## config.mk

```make
export PLATFORM = sky130hd
export DESIGN_NAME = pic_control_seq
export DESIGN_NICKNAME = d
export VERILOG_FILES = /design/src/rtl/pic_pkg.sv /design/src/rtl/pic_onehot_encode.sv /design/src/rtl/pic_control_seq.sv
export SDC_FILE = /design/constraint.sdc
export NUM_CORES = 1
export LEC_CHECK = 0
export ABC_AREA = 1
export CAP_MARGIN = 10
export CORE_MARGIN = 10
export CORE_UTILIZATION = 42
export CTS_BUF_LIST = sky130_fd_sc_hd__clkbuf_16
export DETAILED_ROUTE_END_ITERATION = 7
export GPL_ROUTABILITY_DRIVEN = 0
export HOLD_SLACK_MARGIN = 0.12
export PLACE_DENSITY_LB_ADDON = 0.3
export REMOVE_ABC_BUFFERS = 1
export SYNTH_ARGS = -nofsm -noshare
export SYNTH_HDL_FRONTEND = slang
export SYNTH_SLANG_ARGS = --single-unit
```

## constraint.sdc

```tcl
create_clock -name clk -period 1.2 [get_ports clk]
set_input_delay 0.3 -clock clk [delete_from_list [all_inputs] [get_ports clk]]
set_output_delay 0.3 -clock clk [all_outputs]
set_load 0.01 [all_outputs]
```

## src/rtl/pic_pkg.sv

```systemverilog
// rtl/pic_pkg.sv - state encodings, OCW2 command codes and helpers for the PIC control sequencer
package pic_pkg;

   typedef enum logic [1:0] {
      CMD_READY = 2'd0,
      CMD_ICW2  = 2'd1,
      CMD_ICW3  = 2'd2,
      CMD_ICW4  = 2'd3
   } cmd_state_e;

   typedef enum logic [1:0] {
      CTRL_READY = 2'd0,
      CTRL_ACK1  = 2'd1,
      CTRL_ACK2  = 2'd2,
      CTRL_POLL  = 2'd3
   } ctrl_state_e;

   localparam logic [2:0] OCW2_AR_CLR    = 3'b000;
   localparam logic [2:0] OCW2_NS_EOI    = 3'b001;
   localparam logic [2:0] OCW2_NOP       = 3'b010;
   localparam logic [2:0] OCW2_SP_EOI    = 3'b011;
   localparam logic [2:0] OCW2_AR_SET    = 3'b100;
   localparam logic [2:0] OCW2_ROT_NSEOI = 3'b101;
   localparam logic [2:0] OCW2_SET_PRIO  = 3'b110;
   localparam logic [2:0] OCW2_ROT_SPEOI = 3'b111;

   function automatic logic [7:0] pic_onehot8(input logic [2:0] id);
      return 8'b1 << id;
   endfunction

endpackage

```

## src/rtl/pic_onehot_encode.sv

```systemverilog
// rtl/pic_onehot_encode.sv - one-hot level vector to encoded level id plus valid
module pic_onehot_encode #(
   parameter int  NUM_IRQ  = 8,
   localparam int IRQ_ID_W = $clog2(NUM_IRQ)
) (
   input  logic [NUM_IRQ-1:0]  onehot,
   output logic [IRQ_ID_W-1:0] id,
   output logic                valid
);

   // Input is one-hot, so OR-ing the indices of set bits yields the id.
   always_comb begin
      id = '0;
      for (int i = 0; i < NUM_IRQ; i++) begin
         if (onehot[i]) id = id | IRQ_ID_W'(i);
      end
   end

   assign valid = |onehot;

endmodule

```

## src/rtl/pic_control_seq.sv

```systemverilog
// rtl/pic_control_seq.sv - 8259-style init/command decode and INTA/poll sequencer
module pic_control_seq
   import pic_pkg::*;
#(
   parameter int  NUM_IRQ  = 8,
   localparam int IRQ_ID_W = $clog2(NUM_IRQ)
) (
   input  logic                clk,
   input  logic                reset,
   input  logic [7:0]          data_bus,
   input  logic                write_ICW1,
   input  logic                write_ICW2_4,
   input  logic                write_OCW1,
   input  logic                write_OCW2,
   input  logic                write_OCW3,
   input  logic                read,
   input  logic                int_ack,
   input  logic                interrupt_pending,
   input  logic [NUM_IRQ-1:0]  highest_request,
   input  logic [NUM_IRQ-1:0]  highest_level_in_service,
   output logic                INT,
   output logic [NUM_IRQ-1:0]  int_mask,
   output logic [NUM_IRQ-1:0]  eoi,
   output logic                latch_in_service,
   output logic [IRQ_ID_W-1:0] priority_rotate,
   output logic                read_isr_or_irr,
   output logic                enable_read_register,
   output logic                level_or_edge_triggered,
   output logic                out_control_logic_data,
   output logic [7:0]          control_logic_data
);

   localparam int BASE_W = 8 - IRQ_ID_W;

   cmd_state_e  cmd_state_q, cmd_state_d;
   ctrl_state_e ctrl_state_q, ctrl_state_d;

   logic                ltim_q, ltim_d, sngl_q, sngl_d, ic4_q, ic4_d;
   logic                aeoi_q, aeoi_d, auto_rotate_q, auto_rotate_d;
   logic                rr_q, rr_d, int_q, int_d, latch_q, latch_d;
   logic                spurious_q, spurious_d, pending_q, pending_d;
   logic                int_ack_q, read_q;
   logic [NUM_IRQ-1:0]  int_mask_q, int_mask_d, eoi_q, eoi_d;
   logic [BASE_W-1:0]   base_q, base_d;
   logic [IRQ_ID_W-1:0] prio_q, prio_d, ack_id_q, ack_id_d;

   logic [IRQ_ID_W-1:0] req_id, isr_id, lvl_id;
   logic                req_valid, isr_valid, lvl_ok, ocw_en, poll_cmd;
   logic                ack_rise, ack_fall, read_fall;
   logic [7:0]          lvl_oh, ack_oh;

   pic_onehot_encode #(.NUM_IRQ(NUM_IRQ)) u_req_enc (
      .onehot(highest_request), .id(req_id), .valid(req_valid)
   );
   pic_onehot_encode #(.NUM_IRQ(NUM_IRQ)) u_isr_enc (
      .onehot(highest_level_in_service), .id(isr_id), .valid(isr_valid)
   );

   assign ack_rise  = int_ack & ~int_ack_q;
   assign ack_fall  = ~int_ack & int_ack_q;
   assign read_fall = ~read & read_q;
   assign ocw_en    = (cmd_state_q == CMD_READY);
   assign poll_cmd  = ocw_en & write_OCW3 & data_bus[2];
   assign lvl_id    = data_bus[IRQ_ID_W-1:0];
   assign lvl_ok    = int'(data_bus[2:0]) < NUM_IRQ;
   assign lvl_oh    = pic_onehot8(3'(lvl_id));
   assign ack_oh    = pic_onehot8(3'(ack_id_q));

   always_ff @(posedge clk) begin
      if (reset) begin
         cmd_state_q  <= CMD_READY;
         ctrl_state_q <= CTRL_READY;
         ltim_q <= 1'b0; sngl_q <= 1'b0; ic4_q <= 1'b0;
         aeoi_q <= 1'b0; auto_rotate_q <= 1'b0; rr_q <= 1'b0;
         int_q <= 1'b0; latch_q <= 1'b0; spurious_q <= 1'b0; pending_q <= 1'b0;
         int_ack_q <= 1'b0; read_q <= 1'b0;
         int_mask_q <= '1; eoi_q <= '0; base_q <= '0;
         prio_q <= IRQ_ID_W'(NUM_IRQ - 1); ack_id_q <= '0;
      end else begin
         cmd_state_q  <= cmd_state_d;
         ctrl_state_q <= ctrl_state_d;
         ltim_q <= ltim_d; sngl_q <= sngl_d; ic4_q <= ic4_d;
         aeoi_q <= aeoi_d; auto_rotate_q <= auto_rotate_d; rr_q <= rr_d;
         int_q <= int_d; latch_q <= latch_d; spurious_q <= spurious_d; pending_q <= pending_d;
         int_ack_q <= int_ack; read_q <= read;
         int_mask_q <= int_mask_d; eoi_q <= eoi_d; base_q <= base_d;
         prio_q <= prio_d; ack_id_q <= ack_id_d;
      end
   end

   always_comb begin
      cmd_state_d = cmd_state_q;
      if (write_ICW1) begin
         cmd_state_d = CMD_ICW2;
      end else if (write_ICW2_4) begin
         case (cmd_state_q)
            CMD_ICW2: cmd_state_d = !sngl_q ? CMD_ICW3 : (ic4_q ? CMD_ICW4 : CMD_READY);
            CMD_ICW3: cmd_state_d = ic4_q ? CMD_ICW4 : CMD_READY;
            CMD_ICW4: cmd_state_d = CMD_READY;
            default:  cmd_state_d = cmd_state_q;
         endcase
      end
   end

   // INTA rise takes precedence over a same-cycle poll command.
   always_comb begin
      ctrl_state_d = ctrl_state_q;
      if (write_ICW1) begin
         ctrl_state_d = CTRL_READY;
      end else begin
         case (ctrl_state_q)
            CTRL_READY: if (ack_rise) ctrl_state_d = CTRL_ACK1;
                        else if (poll_cmd) ctrl_state_d = CTRL_POLL;
            CTRL_ACK1:  if (ack_fall) ctrl_state_d = CTRL_ACK2;
            CTRL_ACK2:  if (ack_fall) ctrl_state_d = CTRL_READY;
            CTRL_POLL:  if (read_fall) ctrl_state_d = CTRL_READY;
            default:    ctrl_state_d = CTRL_READY;
         endcase
      end
   end

   always_comb begin
      ltim_d = ltim_q; sngl_d = sngl_q; ic4_d = ic4_q;
      aeoi_d = aeoi_q; auto_rotate_d = auto_rotate_q; rr_d = rr_q;
      spurious_d = spurious_q; pending_d = pending_q;
      int_mask_d = int_mask_q; base_d = base_q; prio_d = prio_q; ack_id_d = ack_id_q;
      eoi_d   = '0;
      latch_d = 1'b0;
      int_d   = interrupt_pending && (cmd_state_d == CMD_READY) && (ctrl_state_d == CTRL_READY);
      if (write_ICW1) begin
         ltim_d = data_bus[3]; sngl_d = data_bus[1]; ic4_d = data_bus[0];
         aeoi_d = 1'b0; auto_rotate_d = 1'b0; rr_d = 1'b0;
         int_mask_d = '1;
         eoi_d      = '1;
      end else begin
         if (write_ICW2_4 && cmd_state_q == CMD_ICW2) base_d = data_bus[7:IRQ_ID_W];
         if (write_ICW2_4 && cmd_state_q == CMD_ICW4) aeoi_d = data_bus[1];
         // Leaving READY means an INTA or poll cycle is starting: snapshot the winner.
         if (ctrl_state_q == CTRL_READY && ctrl_state_d != CTRL_READY) begin
            latch_d    = 1'b1;
            ack_id_d   = req_valid ? req_id : IRQ_ID_W'(NUM_IRQ - 1);
            spurious_d = !req_valid;
            pending_d  = interrupt_pending;
         end
         if (ctrl_state_q == CTRL_ACK2 && ack_fall && aeoi_q && !spurious_q) begin
            eoi_d = eoi_d | ack_oh[NUM_IRQ-1:0];
            if (auto_rotate_q) prio_d = ack_id_q;
         end
         if (ocw_en && write_OCW1) int_mask_d = data_bus[NUM_IRQ-1:0];
         if (ocw_en && write_OCW2) begin
            case (data_bus[7:5])
               OCW2_NS_EOI:    eoi_d = eoi_d | highest_level_in_service;
               OCW2_SP_EOI:    if (lvl_ok) eoi_d = eoi_d | lvl_oh[NUM_IRQ-1:0];
               OCW2_ROT_NSEOI: begin
                  eoi_d = eoi_d | highest_level_in_service;
                  if (isr_valid) prio_d = isr_id;
               end
               OCW2_ROT_SPEOI: if (lvl_ok) begin
                  eoi_d  = eoi_d | lvl_oh[NUM_IRQ-1:0];
                  prio_d = lvl_id;
               end
               OCW2_SET_PRIO:  if (lvl_ok) prio_d = lvl_id;
               OCW2_AR_SET:    auto_rotate_d = 1'b1;
               OCW2_AR_CLR:    auto_rotate_d = 1'b0;
               default:        ;
            endcase
         end
         if (ocw_en && write_OCW3 && data_bus[1] && !data_bus[2]) rr_d = data_bus[0];
      end
   end

   always_comb begin
      out_control_logic_data = 1'b0;
      control_logic_data     = 8'h00;
      if (ctrl_state_q == CTRL_ACK2 && int_ack) begin
         out_control_logic_data = 1'b1;
         control_logic_data     = {base_q, ack_id_q};
      end else if (ctrl_state_q == CTRL_POLL && read) begin
         out_control_logic_data = 1'b1;
         control_logic_data     = {pending_q, {(7 - IRQ_ID_W){1'b0}}, ack_id_q};
      end
   end

   assign enable_read_register    = read & (ctrl_state_q == CTRL_READY) & ~out_control_logic_data;
   assign INT                     = int_q;
   assign int_mask                = int_mask_q;
   assign eoi                     = eoi_q;
   assign latch_in_service        = latch_q;
   assign priority_rotate         = prio_q;
   assign read_isr_or_irr         = rr_q;
   assign level_or_edge_triggered = ltim_q;

endmodule

```

After elaboration in Yosys (flattened, before gate mapping)
Cells that the tools add are included.
- memories: 0
- bits in writable memories: 0
- bits in read-only memories: 0
- register bits: 43
- latch bits: 0
- bits of input ports: 34
- shift operators: 2
- multiplexer cells: 43
- reduce and logical (&&, ||, !) cells: 34
- equal/unequal tests: 12
- div/mod/pow operators: 0
- order comparisons: 0
- $mul: 0
- add/sub/neg operators: 0
- bitwise logic cells: 14
- operators with widths (cell ; number):
    8-bit 2-to-1 mux ; 6
    3-bit 2-to-1 mux ; 13
    2-bit 2-to-1 mux ; 14
    8-bit OR ; 2
    8-bit one-hot mux with 2 select lines ; 1
    8-bit OR reduction ; 2
    1-bit by 3-bit << shifter with 8-bit output, first input constant ; 2
    1-bit logical AND ; 15
    3-bit equality test, second input constant ; 4
    2-bit equality test, second input constant ; 4
    2-bit zero test ; 4
    2-bit one-hot mux with 4 select lines ; 1
    2-bit OR reduction ; 4
    1-bit bitwise AND ; 7
    2-bit one-hot mux with 3 select lines ; 1
    3-bit one-hot mux with 2 select lines ; 1
    2-bit AND reduction ; 3
    1-bit 2-to-1 mux ; 5
    1-bit NOT ; 5
    2-bit by 1-bit equality test with 1-bit output, second input constant ; 2
    2-bit nonzero test ; 2
    3-bit by 1-bit equality test with 1-bit output, second input constant ; 1
    3-bit by 2-bit equality test with 1-bit output, second input constant ; 1
    1-bit zero test ; 3
    other kinds (2) ; 2

Depth between registers and ports, before layout
Gate-level depths: netlist of run 1.
- depth in word-level cells: 11
- mapped depth: 13
- mapped depth without buffers: 13

By module
From an unflattened synthesis of run 1, not the netlist that was laid out.
- cells, all modules: 337
- area total of the unflattened synthesis: 2223.4 um2
- by module, submodules not included (module ; instances ; area each (um2) ; cells each):
    pic_control_seq ; 1 ; 2068.2 ; 301
    pic_onehot_encode ; 2 ; 77.6 ; 18

Worst setup path before layout of run 1
No wires, ideal clock.
- kind: reg2out
- start point: reg ctrl_state_q[1]
- end point: out control_logic_data[0]
- arrival time: 1.065 ns
- required time: 0.900 ns
- path slack: -0.165 ns
- buffers on the path: 0
- stages on the path, launching flop included: 7
- cells stage by stage: dfxtp_1 nand2_1 nor2_1 inv_1 nand2_1 inv_1 nor2_1
- word-level cells in the longest chain between the ends: 4
- ends and longest elaborated chain (element ; RTL line ; source):
    start: declaration ; pic_control_seq.sv:36 ; ctrl_state_e ctrl_state_q, ctrl_state_d;
    start signal: assignment ; pic_control_seq.sv:81 ; ctrl_state_q <= ctrl_state_d;
    2-bit equality test ; pic_control_seq.sv:178 ; end else if (ctrl_state_q == CTRL_POLL && read) begin
    1-bit logical AND ; pic_control_seq.sv:178 ;
    8-bit 2-to-1 mux ; pic_control_seq.sv:178 ;
    8-bit 2-to-1 mux (*) ; pic_control_seq.sv:175 ; if (ctrl_state_q == CTRL_ACK2 && int_ack) begin
    end: declaration ; pic_control_seq.sv:30 ; output logic [7:0] control_logic_data
Mark *: on every way between the ends. The rest lies on a longest branch, timed or not.

Worst setup path in the final report of run 1
- start point: reg ctrl_state_q[0]
- end point: out control_logic_data[0]
The elaborated chain is that of the path after synthesis.

==> results.ini, run 1 <==
[cts]
clkTransAtPathRegs_ns = 0.06
tritoncts = done
tritoncts.num_buffers = 5
clk_latency_ns = 0.29
cts_max_level = 2
cts_max_path_buffers = 2
clock-sinks = 43
clock-root-buffer = sky130_fd_sc_hd__clkbuf_16

[yosys]
synth.yosys.warnings = 0
netlist.area_leader.share_pct = 39.36
postSynthAreaPerCell_um2 = 6.628
synth_top_cells_by_area = sky130_fd_sc_hd__dfxtp_1 39%, sky130_fd_sc_hd__nand2_1 13%, sky130_fd_sc_hd__inv_1 8.4%
synth.largest_area_cell = sky130_fd_sc_hd__dfxtp_1
synth-edff-count = 0
synth_seq_area_share_pct = 39.36
synthArstFlopShare_pct = 0
synthCells = 330
postSynthRegisterBits = 43
netlist-cell-type-count = 25
syn_area_um2 = 2187
synth_flop_cell = sky130_fd_sc_hd__dfxtp_1
yosysMostFrequentCell = sky130_fd_sc_hd__nand2_1
synth.top_cells.by_count = 77 x sky130_fd_sc_hd__nand2_1, 49 x sky130_fd_sc_hd__inv_1, 43 x sky130_fd_sc_hd__dfxtp_1, 42 x sky130_fd_sc_hd__nor2_1, 35 x sky130_fd_sc_hd__a21oi_1

[final_layout]
insertedDiodeCount = 0
finalInstanceArea_um2 = 4234
n_fill_cell = 285
area.growth.synth_to_final_pct = 93.59
final_util_pct = 83.43
num-nets-final = 516
drive_gt1_share_pct = 45.55

[status]
violated_checks = negative setup slack
status = finished with violations

[floorplanning]
placement_rows = 26
die_height_um = 92.16
start_util_pct = 43.10
floorplan.core_area_um2 = 5075
ios = 67
floorplan.die.width_um = 92.16
design.die.area_um2 = 8493

[route]
firstDrtPassIters = 5
viasPerCell = 5.624
detail_route.drc_violations = 0
via_count = 3110
initialDrtViolationCount = 313
ant_nets = 0
routed_wl_um = 10820
route.detailed.wl_per_inst_um = 19.57

[worst_setup_path]
crit_path_max_delay_cell_type = sky130_fd_sc_hd__dfxtp_4
worstSetupEndpointType = output pin
critPathBufInv = 4
critical_path_arrival_ns = 1.30
critical_path.top_delay_family = flip-flops
worst_setup_path_start_kind = register
depth_of_the_worst_register_to_register_path = 8
worst_path_largest_cell_delay_ns = 0.36
maximum_net_fanout_on_the_critical_path = 4
worstSetupPathDepth = 8
cp_cell_sequence = inv_4 > nand2_4 > nor2_4 > inv_2 > nand2_4 > inv_4 > nor2_2 > buf_2
worstPathRequired_ns = 0.90
critPathKind = reg -> out

[pwr]
cellPowerDensity_nw_per_um2 = 990.2
power.static_leakage_nw = 1.885
vdd_ir_drop_max_uv = 633.4

[hold_path]
holdCritPathClass = in -> reg
min_delay_path_depth = 4

[sta]
worst_pin_slew_ns = 0.4017
report.final.hold_viol_count = 0
clock_tree_skew_after_final_layout_ns = 0.007437
fmaxAchievable_mhz = 624.6
timing.final.ws_setup_ns = -0.4010
grt_setup_unrepaired = yes
final-max-slew-violation-count = 0
relSlewSlack_pct = 72.97
layout_worst_path_cycle_share_pct = 133.4
setup-tns-final_ns = -9.247
setup_viol = 38
layout_min_cycle_time_ns = 1.601

[global_route]
grt_overflow_total = 0
grt_max_degree = 16
grt_util_all_layers_pct = 19.85
grt_pass1_wl_um = 13880
vias_in_the_first_global_route = 2946
antenna_found_initial = 0

[place]
detailed_place_hpwl_um = 5596
placedInstanceArea_um2 = 3393
portBuffers = 66

[run]
timing.max_cap.violations = 0

## power by group
part | internal [mW] | total (mW) | switching, mW
combinational | 0.577 | 1.25 | 0.676
sequential | 1.51 | 1.58 | 0.0619
clock | 0.768 | 1.36 | 0.596
total | 2.86 | 4.19 | 1.33
## what timing repair did
action / in CTS / in global routing
pin swaps: 33 / 35
hold buffers: 0 / 0
setup buffers: 15 / 17
gates resized for setup: 161 / 113
setup endpoints to repair: 63 / 54
## cells in the final DEF (no fill, tap or decap), types with 8 or more instances in the layout
cell / n
sky130_fd_sc_hd__a21oi_1: 20
sky130_fd_sc_hd__a21oi_2: 14
sky130_fd_sc_hd__buf_4: 65
sky130_fd_sc_hd__buf_6: 25
sky130_fd_sc_hd__clkdlybuf4s15_1: 10
sky130_fd_sc_hd__clkdlybuf4s50_1: 19
sky130_fd_sc_hd__dfxtp_1: 36
sky130_fd_sc_hd__dlygate4sd2_1: 19
sky130_fd_sc_hd__inv_1: 40
sky130_fd_sc_hd__inv_2: 8
sky130_fd_sc_hd__nand2_1: 56
sky130_fd_sc_hd__nand2_2: 14
sky130_fd_sc_hd__nand3_1: 10
sky130_fd_sc_hd__nand3_2: 9
sky130_fd_sc_hd__nor2_1: 19
sky130_fd_sc_hd__nor2_2: 10
sky130_fd_sc_hd__nor2_4: 15
## final cells by class
class	count	area, um2	area share (%)
Sequential cell	43	877.1	20.72
Timing Repair Buffer	151	1349	31.86
Tap cell	70	87.58	2.069
Clock buffer	5	125.1	2.955
Inverter	52	210.2	4.965
Clock inverter	3	20.02	0.4728
Multi-Input combinational cell	229	1565	36.97
## stage by stage
| stage | power [mW] | hold slack (ns) | setup WS [ns] | std cells |
|---|---|---|---|---|
| 4_1_cts | 3.881 | 0.4569 | -0.3893 | 542 |
| 3_5_place_dp | 2.475 | 0.4495 | -0.9724 | 521 |
| 5_1_grt | 4.313 | 0.4252 | -0.4451 | 553 |
| 6_report | 4.193 | 0.4095 | -0.4010 | 553 |
| 3_3_place_gp | 2.455 | 0.4309 | -0.9175 | 521 |
| 2_1_floorplan | 1.948 | 0.3691 | -0.1650 | 324 |
## kinds of logic after synthesis
group | share of synthesized area (%)
AO/OA/AOI/OAI | 17.11
flip-flops | 39.36
buffers and inverters | 10.07
AND/OR/NAND/NOR | 33.47
## metal layers
metal  vias up  wire length, um  global-route usage, %
li1       1381                -                      -
met1      1461             3955                  20.69
met2       201             5386                  36.35
met3        67              781                  4.319
met4         0              698                  10.28
met5         -                0                      0
## state kept, by name, indices dropped and copies added, names as in the netlist
name                     count
base_q                       5
spurious_q                   1
sngl_q                       1
ic4_q                        1
level_or_edge_triggered      1
int_mask                     8
pending_q                    1
INT                          1
read_isr_or_irr              1
cmd_state_q                  2
priority_rotate              3
auto_rotate_q                1
ack_id_q                     3
int_ack_q                    1
read_q                       1
eoi                          8
latch_in_service             1
aeoi_q                       1
ctrl_state_q                 2
## worst register-to-register path: stages (launching register included)
cell                       delay [ns]
sky130_fd_sc_hd__dfxtp_4         0.36
sky130_fd_sc_hd__nor2_4          0.14
sky130_fd_sc_hd__nand3_4         0.12
sky130_fd_sc_hd__nand3b_1        0.16
sky130_fd_sc_hd__nand3_2         0.14
sky130_fd_sc_hd__nand2_4         0.20
sky130_fd_sc_hd__nand2_8         0.11
sky130_fd_sc_hd__nor3_4          0.19
sky130_fd_sc_hd__nor2_2          0.06
## path summary, 6_finish.rpt
kind,startpoint,to,slack [ns]
worst max register to register,cmd_state_q[1]$_SDFF_PP0_,ack_id_q[0]$_SDFFE_PP0P_,-0.39
worst max-delay path,ctrl_state_q[0]$_SDFF_PP0_,control_logic_data[0],-0.40
worst min register to register,read_isr_or_irr$_SDFFE_PP0P_,read_isr_or_irr$_SDFFE_PP0P_,0.45
worst min-delay path,read,read_q$_SDFF_PP0_,0.41
No activity file was read; power rests on OpenSTA's default activity.
==> run 2: changes to the inputs <==
- SLEW_MARGIN: not set -> 20
==> results of run 2 <==
No change in the layout: final DEF, timing and power equal those of run 1.
